## src/rtl/vga_timing_pkg.sv

```systemverilog
// VGA timing package: mode constants and helpers shared by the timing generator.
// Callers pick a mode by name, e.g. MODE_800X600.h_active.
package vga_timing_pkg;

   typedef struct packed {
      int h_active;
      int h_fp;
      int h_sync;
      int h_bp;
      int v_active;
      int v_fp;
      int v_sync;
      int v_bp;
   } mode_t;

   // 640x480@60, 25.175 MHz pixel clock
   localparam mode_t MODE_640X480 = '{
      h_active: 640, h_fp: 16, h_sync: 96, h_bp: 48,
      v_active: 480, v_fp: 10, v_sync: 2,  v_bp: 33
   };

   // 800x600@60, 40 MHz pixel clock
   localparam mode_t MODE_800X600 = '{
      h_active: 800, h_fp: 40, h_sync: 128, h_bp: 88,
      v_active: 600, v_fp: 1,  v_sync: 4,   v_bp: 23
   };

   function automatic int span_total(int active, int fp, int sync, int bp);
      return active + fp + sync + bp;
   endfunction

endpackage

```

## src/rtl/wrap_counter.sv

```systemverilog
// Enabled modulo counter: counts 0..MAX, wrap pulses while en && count==MAX.
// Ports: clk, reset (async high), en in; count [W-1:0], wrap out.
module wrap_counter #(
   parameter int MAX = 1,
   parameter int W   = 1
) (
   input  logic         clk,
   input  logic         reset,
   input  logic         en,
   output logic [W-1:0] count,
   output logic         wrap
);

   localparam logic [W-1:0] MAX_C = W'(MAX);

   logic [W-1:0] count_q;
   logic [W-1:0] count_d;

   always_comb begin
      wrap    = en && (count_q == MAX_C);
      count_d = count_q;
      if (wrap) begin
         count_d = '0;
      end else if (en) begin
         count_d = count_q + W'(1);
      end
   end

   always_ff @(posedge clk or posedge reset) begin
      if (reset) begin
         count_q <= '0;
      end else begin
         count_q <= count_d;
      end
   end

   assign count = count_q;

endmodule

```

## src/rtl/vga_timing_gen.sv

```systemverilog
// VGA sync/blanking generator with registered, mutually aligned outputs.
// Ports: clk, reset, pix_en in; h_sync, v_sync, de, x, y, line_start, frame_start, vblank out.
module vga_timing_gen
   import vga_timing_pkg::*;
#(
   parameter int H_ACTIVE = MODE_640X480.h_active,
   parameter int H_FP     = MODE_640X480.h_fp,
   parameter int H_SYNC   = MODE_640X480.h_sync,
   parameter int H_BP     = MODE_640X480.h_bp,
   parameter int V_ACTIVE = MODE_640X480.v_active,
   parameter int V_FP     = MODE_640X480.v_fp,
   parameter int V_SYNC   = MODE_640X480.v_sync,
   parameter int V_BP     = MODE_640X480.v_bp,
   parameter int H_POL    = 0,
   parameter int V_POL    = 0,
   parameter int COORD_W  = 10
) (
   input  logic               clk,
   input  logic               reset,
   input  logic               pix_en,
   output logic               h_sync,
   output logic               v_sync,
   output logic               de,
   output logic [COORD_W-1:0] x,
   output logic [COORD_W-1:0] y,
   output logic               line_start,
   output logic               frame_start,
   output logic               vblank
);

   localparam int H_TOTAL = span_total(H_ACTIVE, H_FP, H_SYNC, H_BP);
   localparam int V_TOTAL = span_total(V_ACTIVE, V_FP, V_SYNC, V_BP);

   if (H_FP == 0 || H_SYNC == 0 || H_BP == 0 ||
       V_FP == 0 || V_SYNC == 0 || V_BP == 0) begin : g_zero_param
      $error("vga_timing_gen: porch and sync widths must be non-zero");
   end

   if ((H_TOTAL - 1) >= (1 << COORD_W) ||
       (V_TOTAL - 1) >= (1 << COORD_W)) begin : g_coord_overflow
      $error("vga_timing_gen: COORD_W too narrow for totals");
   end

   localparam logic [COORD_W-1:0] H_ACT_C  = COORD_W'(H_ACTIVE);
   localparam logic [COORD_W-1:0] V_ACT_C  = COORD_W'(V_ACTIVE);
   localparam logic [COORD_W-1:0] HS_FIRST = COORD_W'(H_ACTIVE + H_FP);
   localparam logic [COORD_W-1:0] HS_LAST  = COORD_W'(H_ACTIVE + H_FP + H_SYNC - 1);
   localparam logic [COORD_W-1:0] VS_FIRST = COORD_W'(V_ACTIVE + V_FP);
   localparam logic [COORD_W-1:0] VS_LAST  = COORD_W'(V_ACTIVE + V_FP + V_SYNC - 1);
   localparam logic               HS_ON    = 1'(H_POL);
   localparam logic               VS_ON    = 1'(V_POL);

   logic [COORD_W-1:0] hn;
   logic [COORD_W-1:0] vn;
   logic               h_wrap;
   logic               v_wrap;

   wrap_counter #(
      .MAX (H_TOTAL - 1),
      .W   (COORD_W)
   ) u_hcnt (
      .clk   (clk),
      .reset (reset),
      .en    (pix_en),
      .count (hn),
      .wrap  (h_wrap)
   );

   // Line advance happens exactly on the enabled cycle where hn wraps.
   wrap_counter #(
      .MAX (V_TOTAL - 1),
      .W   (COORD_W)
   ) u_vcnt (
      .clk   (clk),
      .reset (reset),
      .en    (h_wrap),
      .count (vn),
      .wrap  (v_wrap)
   );

   logic unused_v_wrap;
   assign unused_v_wrap = v_wrap;

   logic               in_hs;
   logic               in_vs;
   logic [COORD_W-1:0] x_q, x_d;
   logic [COORD_W-1:0] y_q, y_d;
   logic               hs_q, hs_d;
   logic               vs_q, vs_d;
   logic               de_q, de_d;
   logic               vb_q, vb_d;
   logic               ls_q, ls_d;
   logic               fs_q, fs_d;

   assign in_hs = (hn >= HS_FIRST) && (hn <= HS_LAST);
   assign in_vs = (vn >= VS_FIRST) && (vn <= VS_LAST);

   // Outputs hold while paused; strobes are single-cycle so they drop.
   always_comb begin
      x_d  = x_q;
      y_d  = y_q;
      hs_d = hs_q;
      vs_d = vs_q;
      de_d = de_q;
      vb_d = vb_q;
      ls_d = 1'b0;
      fs_d = 1'b0;
      if (pix_en) begin
         x_d  = hn;
         y_d  = vn;
         hs_d = in_hs ? HS_ON : ~HS_ON;
         vs_d = in_vs ? VS_ON : ~VS_ON;
         de_d = (hn < H_ACT_C) && (vn < V_ACT_C);
         vb_d = (vn >= V_ACT_C);
         ls_d = (hn == '0);
         fs_d = (hn == '0) && (vn == '0);
      end
   end

   always_ff @(posedge clk or posedge reset) begin
      if (reset) begin
         x_q  <= '0;
         y_q  <= '0;
         hs_q <= ~HS_ON;
         vs_q <= ~VS_ON;
         de_q <= 1'b0;
         vb_q <= 1'b0;
         ls_q <= 1'b0;
         fs_q <= 1'b0;
      end else begin
         x_q  <= x_d;
         y_q  <= y_d;
         hs_q <= hs_d;
         vs_q <= vs_d;
         de_q <= de_d;
         vb_q <= vb_d;
         ls_q <= ls_d;
         fs_q <= fs_d;
      end
   end

   assign x           = x_q;
   assign y           = y_q;
   assign h_sync      = hs_q;
   assign v_sync      = vs_q;
   assign de          = de_q;
   assign vblank      = vb_q;
   assign line_start  = ls_q;
   assign frame_start = fs_q;

endmodule

```

## config.mk

```make
export PLATFORM = sky130hd
export DESIGN_NAME = vga_timing_gen
export DESIGN_NICKNAME = d
export VERILOG_FILES = /design/src/rtl/vga_timing_pkg.sv /design/src/rtl/wrap_counter.sv /design/src/rtl/vga_timing_gen.sv
export SDC_FILE = /design/constraint.sdc
export NUM_CORES = 1
export LEC_CHECK = 0
export ABC_AREA = 1
export BUFFER_PORTS_ARGS = -buffer_cell sky130_fd_sc_hd__buf_2
export CORE_MARGIN = 3
export CORE_UTILIZATION = 56
export DETAILED_ROUTE_END_ITERATION = 10
export GPL_TIMING_DRIVEN = 0
export PLACE_DENSITY = 0.78
export SYNTH_ARGS = -nofsm -noshare
export SYNTH_HDL_FRONTEND = slang
export SYNTH_SLANG_ARGS = --single-unit
```

## constraint.sdc

```tcl
create_clock -name clk -period 1.7 [get_ports clk]
set_clock_uncertainty 0.15 [all_clocks]
set_input_delay 0.17 -clock clk [delete_from_list [all_inputs] [get_ports clk]]
set_output_delay 0.17 -clock clk [all_outputs]
set_load 0.005 [all_outputs]
```

## Word-level counts from Yosys, hierarchy flattened

Cells that the tools add are included.

- $add $sub $neg: 2
- Equality and inequality tests: 2
- Reductions and logical operators: 10
- $lt $le $gt $ge: 7
- Mux-type cells: 8

Operator list:

| cell | count |
|---|---|
| two-way mux 10 bit | 4 |
| adder 10 x 1 -> 10 bit (second input constant) | 2 |
| == test 10 bit (second input constant) | 2 |
| greater-or-equal comparator 10 x 9 -> 1 bit (second input constant) | 2 |
| zero test 10 bit | 2 |
| greater-or-equal comparator 10 bit (second input constant) | 1 |
| less-or-equal comparator 10 bit (second input constant) | 1 |
| less-or-equal comparator 10 x 9 -> 1 bit (second input constant) | 1 |
| < comparator 10 bit (second input constant) | 1 |
| < comparator 10 x 9 -> 1 bit (second input constant) | 1 |
| logical AND 1 bit | 6 |
| two-way mux 1 bit | 4 |
| nonzero test 2 bit | 2 |

- Register bits: 46

## Longest topological paths before layout

Gate-level depths: netlist of the first run.

- Depth after elaboration: 4
- Gate-level depth with buffers: 8
- Mapped depth without buffers: 8

## By module

A second synthesis of the first run with hierarchy kept.

- Cells, all modules: 301
- Area, all modules: 2,346.0 µm²

Modules (own cells, without submodules):

| module | cells each | area each (µm²) | instances |
|---|---|---|---|
| vga_timing_gen | 138 | 1,123.6 | 1 |
| wrap_counter at u_vcnt | 93 | 649.4 | 1 |
| wrap_counter at u_hcnt | 70 | 573.0 | 1 |

## Worst setup path after synthesis of the first run

OpenSTA, ideal clock, no wires.

- Path kind: register to register
- From: reg u_hcnt.count_q[0] (netlist: u_hcnt.count[0])
- To: reg u_vcnt.count_q[4] (netlist: u_vcnt.count[4])
- Arrival: 1.254 ns
- Path slack: 0.231 ns
- Library setup time: 0.065 ns
- Clock period less this slack: 1.469 ns
- Path buffers: 1
- Required time: 1.485 ns
- Stages on the path, launching flop included: 9
- Cell sequence: dfrtp_1 -> ha_1 -> nand3_1 -> nor2_1 -> nand2_2 -> nor2_8 -> buf_8 -> nand4_1 -> nand2_1

- Word-level cells in the longest chain between the ends: 4

Ends and longest elaborated chain:

| what | line | source |
|---|---|---|
| from (decl) | wrap_counter.sv:16 | `logic [W-1:0] count_q;` |
| from (signal assigned) | wrap_counter.sv:33 | `count_q <= count_d;` |
| == test 10 bit * | wrap_counter.sv:20 | `wrap = en && (count_q == MAX_C);` |
| logical AND 1 bit * | wrap_counter.sv:20 |  |
| logical AND 1 bit | wrap_counter.sv:20 |  |
| two-way mux 10 bit or nonzero test 2 bit (tied branches) | -- |  |
| to (signal assigned) | wrap_counter.sv:33 |  |
| to (decl) | wrap_counter.sv:16 |  |

Mark *: on every way between the ends. The rest lies on a longest branch, timed or not.
A chain may end at the register's enable or synchronous reset.

## Worst setup path in the final report of the first run

- From: reg u_hcnt.count_q[1] (netlist: u_hcnt.count[1])
- To: reg u_vcnt.count_q[3] (netlist: u_vcnt.count[3])

The elaborated chain is that of the path after synthesis.

==> flow_metrics.env, run 1 <==
export IMPL_p_per_area_nw_per_um2=1110
export IMPL_n_fill_cell=262
export IMPL_synthesis_nets=263
export IMPL_grt_overflow_total=0
export IMPL_path_max_fanout=6
export IMPL_status="finished clean"
export IMPL_clockPowerShare_pct=23.7
export IMPL_hold_viol=0
export IMPL_rows=21
export IMPL_synth_cell_types=25
export IMPL_slew_viol_final=0
export IMPL_numCtsBuffers=5
export IMPL_route_met2_wl_mm=2.06
export IMPL_diodes=0
export IMPL_ios=29
export IMPL_maxCapViolCount=0
export IMPL_clockRootBuffer="clkbuf_8"
export IMPL_comb_power_share_pct=24.0
export IMPL_ys_ff_latch=46
export IMPL_place_hpwl_mm=3.45
export IMPL_seq_area_frac_synth_pct=53.2
export IMPL_vias_per_cell=5.46
export IMPL_swShare_pct=33.6
export IMPL_wl_per_cell_microns=13.9
export IMPL_fin_tns_setup_ns=0
export IMPL_hp_start="pix_en"
export IMPL_first_global_vias=1709
export IMPL_fin_nets=304
export IMPL_rsz0062_at_grt="yes"
export IMPL_wl_met3_microns=349
export IMPL_syn_inst=255
export IMPL_worstMarginPinSlew_ns=0.466
export IMPL_firstDrtPassIters=4
export IMPL_whs_path_depth=3
export IMPL_period_minus_slack_ns=1.69
export IMPL_cts_sinks=46
export IMPL_holdWs_ns=0.0429
export IMPL_rr_startpoint="u_hcnt.count[1]"
export IMPL_async_flop_share_pct=100
export IMPL_intPower_mw=1.90
export IMPL_yosysTopAreaCell="dfrtp_1"
export IMPL_setup_violations=0
export IMPL_dr_total_vias=1872
export IMPL_leakage_nw=1.31
export IMPL_r2r_setup_slack_ns=0.01
export IMPL_end_kind="flop"
export IMPL_wl_met1_mm=2.32
export IMPL_synth_top_cell_area_share_pct=50.8
export IMPL_drc=0
export IMPL_antenna_found_initial=0
export IMPL_crit_arrival_ns=1.76
export IMPL_routed_wl_mm=4.78
export IMPL_hold_path_end="u_hcnt.count[2]"
export IMPL_rr_worst_depth=8
export IMPL_critPathKind="flop to flop"
export IMPL_clkTransAtPathRegs_ns=0.08
export IMPL_final_core_util_pct=73.3
export IMPL_cts_max_path_buffers=2
export IMPL_rr_endpoint="u_vcnt.count[3]"
export IMPL_period_share_pct=99.3
export IMPL_yosys_top_cells_area="dfrtp_1 51%, nand2_1 10%, o21ai_0 6.9%"
export IMPL_insertion_delay_ns=0.30
export IMPL_worstPathRequired_ns=1.77
export IMPL_slew_headroom_pct=68.9
export IMPL_syn_avg_cell_area_sq_um=8.50
export IMPL_postRouteAntennaNets=0
export IMPL_multi_input_area_sq_um=902
export IMPL_tritoncts="done"
export IMPL_drt_iter0_markers=173
export IMPL_hold_class="input port to flop"
export IMPL_top_layer_used="met4"
export IMPL_seqPwrFrac_pct=52.3
export IMPL_io_buffers=28
export IMPL_netlist_top_cells_count="59 x nand2_1, 44 x dfrtp_1, 32 x nor2_1"
export IMPL_max_freq_ghz=0.593
export IMPL_core_area_sq_um=3520
export IMPL_grt_max_degree=27
export IMPL_die_width_microns=68.2
export IMPL_crit_path_start_kind="flop"
export IMPL_vdd_ir_drop_max_v=0.000933
export IMPL_area_delta_synth_final_pct=19.1
export IMPL_ff_latch_area_sq_um=1150
export IMPL_ys_flop_type="dfrtp_1"
export IMPL_initial_core_util_pct=61.5
export IMPL_grt_pass1_wl_mm=7.94
export IMPL_synth_edf_count=0
export IMPL_power_mw=2.86
export IMPL_post_synth_top_count_cell="nand2_1"
export IMPL_htreeDepth=2
export IMPL_dieArea_sq_um=4650
export IMPL_drive_gt1_share_pct=20.5
export IMPL_syn_area_sq_um=2170
export IMPL_gp_congestion=0.905
export IMPL_synth_warnings=0
export IMPL_net_switching_power_uw=963
export IMPL_grtUsageTotal_pct=23.3
export IMPL_die_h_microns=68.2
[registers in the layout, indices dropped and copies added, names as in the netlist]
register	flops
de	1
frame_start	1
h_sync	1
line_start	1
u_hcnt.count	10
u_vcnt.count	10
v_sync	1
vblank	1
x	10
y	10
[logic make-up after synthesis]
logic type / count (synthesis) / share of synthesized area [%]
adders and majority gates: 5 / 2.89
buffers and inverters: 36 / 7.04
AOI/OAI and AO/OA: 36 / 8.72
and+or+nand+nor: 125 / 25.3
xor gates and xnor gates: 7 / 2.83
DFF: 46 / 53.2
[power groups by stage]
stage / Clock, mW / Sequential [mW] / Combinational [mW]
final: 0.679 / 1.50 / 0.686
after global routing: 0.741 / 1.53 / 0.783
after CTS: 0.688 / 1.47 / 0.651
after detailed placement: 0 / 1.49 / 0.645
after global placement: 0 / 1.49 / 0.608
after floorplan: 0 / 1.48 / 0.405
[timing repair]
| item | CTS | global route |
|---|---|---|
| gates resized for setup | 0 | 14 |
| buffers inserted | 0 | 3 |
| hold endpoints to repair | 20 | 0 |
| hold buffers | 1 | 0 |
| endpoints found under the setup margin | 0 | 14 |
[metal layers]
| layer | track usage, % | up-vias |
|---|---|---|
| li1 | - | 897 |
| met5 | 0 | - |
| met3 | 4.76 | 7 |
| met4 | 5.96 | 0 |
| met1 | 34.1 | 895 |
| met2 | 35.1 | 73 |
[critical path, cell delays in order, from the launching register on]
cell,delay [ns]
dfrtp_1,0.39
ha_2,0.23
nand3_4,0.11
nor2_4,0.12
nand2_4,0.08
nor2_8,0.20
buf_6,0.14
nand3b_1,0.09
o21ai_1,0.10
[layout make-up]
cell class | count | share of cell area (%)
repair buffers | 34 | 8.58
well taps | 46 | 2.23
flip-flops and latches | 46 | 44.7
plain buffers | 8 | 1.84
clock inverters | 1 | 0.194
multi-input cells | 173 | 34.9
clock buffers | 7 | 3.34
inverters | 28 | 4.17
[metrics by stage]
stage          setup WS [ns]  instances  area [sq um]
6_report              0.0125        343          2580
3_3_place_gp          -0.245        329          2360
2_1_floorplan          0.231        255          2170
3_5_place_dp          0.0494        330          2380
4_1_cts               0.0171        339          2490
5_1_grt              -0.0631        343          2580
[cells in the final DEF, fill, tap and decap left out, drive strengths merged, types with 2 or more instances in the layout]
cell type,count
nand3,14
nand4,8
xor2,7
nor3,8
o21ai,32
ha,5
dfstp,2
nand2,60
dfrtp,44
clkbuf,10
buf,38
inv,28
nor2,33
[worst max-delay path by stage]
stage / start / endpoint / cells past startpoint
global route: u_hcnt.count[1] / u_vcnt.count[3] / 8
finish: u_hcnt.count[1] / u_vcnt.count[3] / 8
CTS: u_hcnt.count[1] / u_vcnt.count[4] / 8
detailed placement: u_hcnt.count[1] / u_vcnt.count[4] / 8
floorplan: u_hcnt.count[0] / u_vcnt.count[4] / 8
global placement: reset / u_vcnt.count[4] / 2
Power figures use the tool's default switching activity.
==> run 2: changes to the inputs <==
--- a/config.mk
+++ b/config.mk
@@ -6,7 +6,7 @@
 export NUM_CORES = 1
 export LEC_CHECK = 0
 export ABC_AREA = 1
-export BUFFER_PORTS_ARGS = -buffer_cell sky130_fd_sc_hd__buf_2
+export BUFFER_PORTS_ARGS = -buffer_cell sky130_fd_sc_hd__buf_4
 export CORE_MARGIN = 3
 export CORE_UTILIZATION = 56
 export DETAILED_ROUTE_END_ITERATION = 10
==> run 2 against run 1 <==
- core utilization increased by 1.3 points
- clock power up 16%
- flip-flop and latch count unchanged
- global-route usage increased by 0.46 points
- first-iteration DRC count shrank 36%
- sequential power about the same
- maximum frequency up 5.7%
- critical path type unchanged
- largest power group unchanged
- highest routed layer unchanged
==> flow_metrics.env, run 2 (same netlist as run 1, synthesis figures left out) <==
export IMPL_rr_worst_depth=8
export IMPL_swShare_pct=31.9
export IMPL_dieArea_sq_um=4650
export IMPL_routed_wl_mm=5.02
export IMPL_power_mw=3.02
export IMPL_die_width_microns=68.2
export IMPL_crit_path_start_kind="flop"
export IMPL_cts_max_path_buffers=2
export IMPL_top_layer_used="met4"
export IMPL_setup_violations=0
export IMPL_fin_nets=302
export IMPL_numCtsBuffers=5
export IMPL_maxCapViolCount=0
export IMPL_p_per_area_nw_per_um2=1150
export IMPL_core_area_sq_um=3520
export IMPL_max_freq_ghz=0.626
export IMPL_tritoncts="done"
export IMPL_status="finished clean"
export IMPL_wl_met1_mm=2.37
export IMPL_rr_endpoint="u_vcnt.count[5]"
export IMPL_grt_overflow_total=0
export IMPL_insertion_delay_ns=0.30
export IMPL_worstMarginPinSlew_ns=0.551
export IMPL_crit_arrival_ns=1.64
export IMPL_layout_common_cells="59 x nand2_1, 44 x dfrtp_1, 31 x nor2_1, 30 x o21ai_0, 30 x buf_4"
export IMPL_firstDrtPassIters=4
export IMPL_vias_per_cell=5.46
export IMPL_grtUsageTotal_pct=23.7
export IMPL_antenna_found_initial=0
export IMPL_clockPowerShare_pct=26.2
export IMPL_area_delta_synth_final_pct=21.2
export IMPL_diodes=0
export IMPL_seqPwrFrac_pct=49.6
export IMPL_grt_max_degree=25
export IMPL_rr_startpoint="u_hcnt.count[0]"
export IMPL_wl_per_cell_microns=14.7
export IMPL_io_buffers=28
export IMPL_period_minus_slack_ns=1.60
export IMPL_dp_slack_ns=0.0124
export IMPL_ios=29
export IMPL_r2r_setup_slack_ns=0.10
export IMPL_final_core_util_pct=74.6
export IMPL_clkTransAtPathRegs_ns=0.08
export IMPL_critPathKind="flop to flop"
export IMPL_gp_congestion=0.932
export IMPL_drc=0
export IMPL_wl_met3_microns=362
export IMPL_leakage_nw=1.30
export IMPL_comb_power_share_pct=24.3
export IMPL_hold_path_end="vblank"
export IMPL_die_h_microns=68.2
export IMPL_rows=21
export IMPL_whs_path_depth=3
export IMPL_route_met2_wl_mm=2.24
export IMPL_setup_ws_ns=0.103
export IMPL_clockRootBuffer="clkbuf_8"
export IMPL_cts_sinks=46
export IMPL_htreeDepth=2
export IMPL_end_kind="flop"
export IMPL_slew_viol_final=0
export IMPL_vdd_ir_drop_max_v=0.000884
export IMPL_first_global_vias=1767
export IMPL_drive_gt1_share_pct=19.3
export IMPL_hold_viol=0
export IMPL_hold_class="input port to flop"
export IMPL_slew_headroom_pct=63.2
export IMPL_grt_pass1_wl_mm=8.18
export IMPL_period_share_pct=93.9
export IMPL_n_fill_cell=308
export IMPL_dr_total_vias=1863
export IMPL_worstPathRequired_ns=1.74
export IMPL_drt_iter0_markers=110
export IMPL_net_switching_power_uw=964
export IMPL_place_hpwl_mm=3.50
export IMPL_final_common_cell="nand2_1"
export IMPL_postRouteAntennaNets=0
export IMPL_rsz0062_at_grt="no"
export IMPL_initial_core_util_pct=61.5
export IMPL_hp_start="pix_en"
export IMPL_intPower_mw=2.06
export IMPL_path_max_fanout=9
[run 2: cell type report]
cell class	count	area, sq um	area share (%)
flip-flops and latches	46	1150	43.9
multi-input cells	173	891	33.9
repair buffers	32	263	10.0
inverters	28	105	4.00
clock buffers	6	72.6	2.76
well taps	46	57.6	2.19
plain buffers	8	47.5	1.81
clock inverters	2	37.5	1.43
[run 2: how the worst max path moves through the flow]
| stage | start | endpoint | slack, ns | cells after the start |
|---|---|---|---|---|
| 3_3_place_gp | reset | u_vcnt.count[8] | -0.26 | 2 |
| 2_1_floorplan | u_hcnt.count[0] | u_vcnt.count[4] | 0.23 | 8 |
| 6_report | u_hcnt.count[0] | u_vcnt.count[5] | 0.10 | 8 |
| 4_1_cts | u_hcnt.count[1] | u_vcnt.count[5] | 0.02 | 8 |
| 5_1_grt | u_hcnt.count[1] | u_vcnt.count[4] | 0.01 | 8 |
| 3_5_place_dp | u_hcnt.count[0] | u_vcnt.count[5] | 0.01 | 8 |
[run 2: power groups by stage]
stage | clock network [mW] | registers [mW] | logic, mW
global route | 0.848 | 1.53 | 0.840
finish | 0.791 | 1.50 | 0.733
CTS | 0.811 | 1.48 | 0.711
floorplan | 0 | 1.48 | 0.405
detailed placement | 0 | 1.50 | 0.698
global placement | 0 | 1.49 | 0.662
[run 2: per-layer routing]
| layer | vias to the layer above | track usage [%] |
|---|---|---|
| met5 | - | 0 |
| met4 | 0 | 6.70 |
| met3 | 5 | 5.25 |
| met2 | 67 | 36.2 |
| met1 | 894 | 34.0 |
| li1 | 897 | - |
[run 2: critical path, cell delays in order (launching register included)]
cell,delay [ns]
dfrtp_1,0.42
ha_4,0.16
nand3_2,0.12
nor2_2,0.12
nand2_2,0.11
nor2_8,0.15
inv_2,0.12
nand2_1,0.08
o21ai_1,0.06
[run 2: metrics by stage]
stage / area (sq um) / std cells / setup TNS (ns) / hold slack (ns)
floorplan: 2170 / 255 / 0 / 0.168
global placement: 2430 / 329 / -11.52 / 0.312
global route: 2630 / 341 / 0 / 0.0613
detailed placement: 2460 / 330 / 0 / 0.100
finish: 2630 / 341 / 0 / 0.0590
CTS: 2600 / 341 / 0 / 0.00941
[run 2: what timing repair did]
action,4_1_cts,5_1_grt
setup endpoints to repair,1,15
hold endpoints to repair,23,0
pin swaps,1,2
setup buffers,2,0
gates resized for setup,0,6
hold buffers,1,0
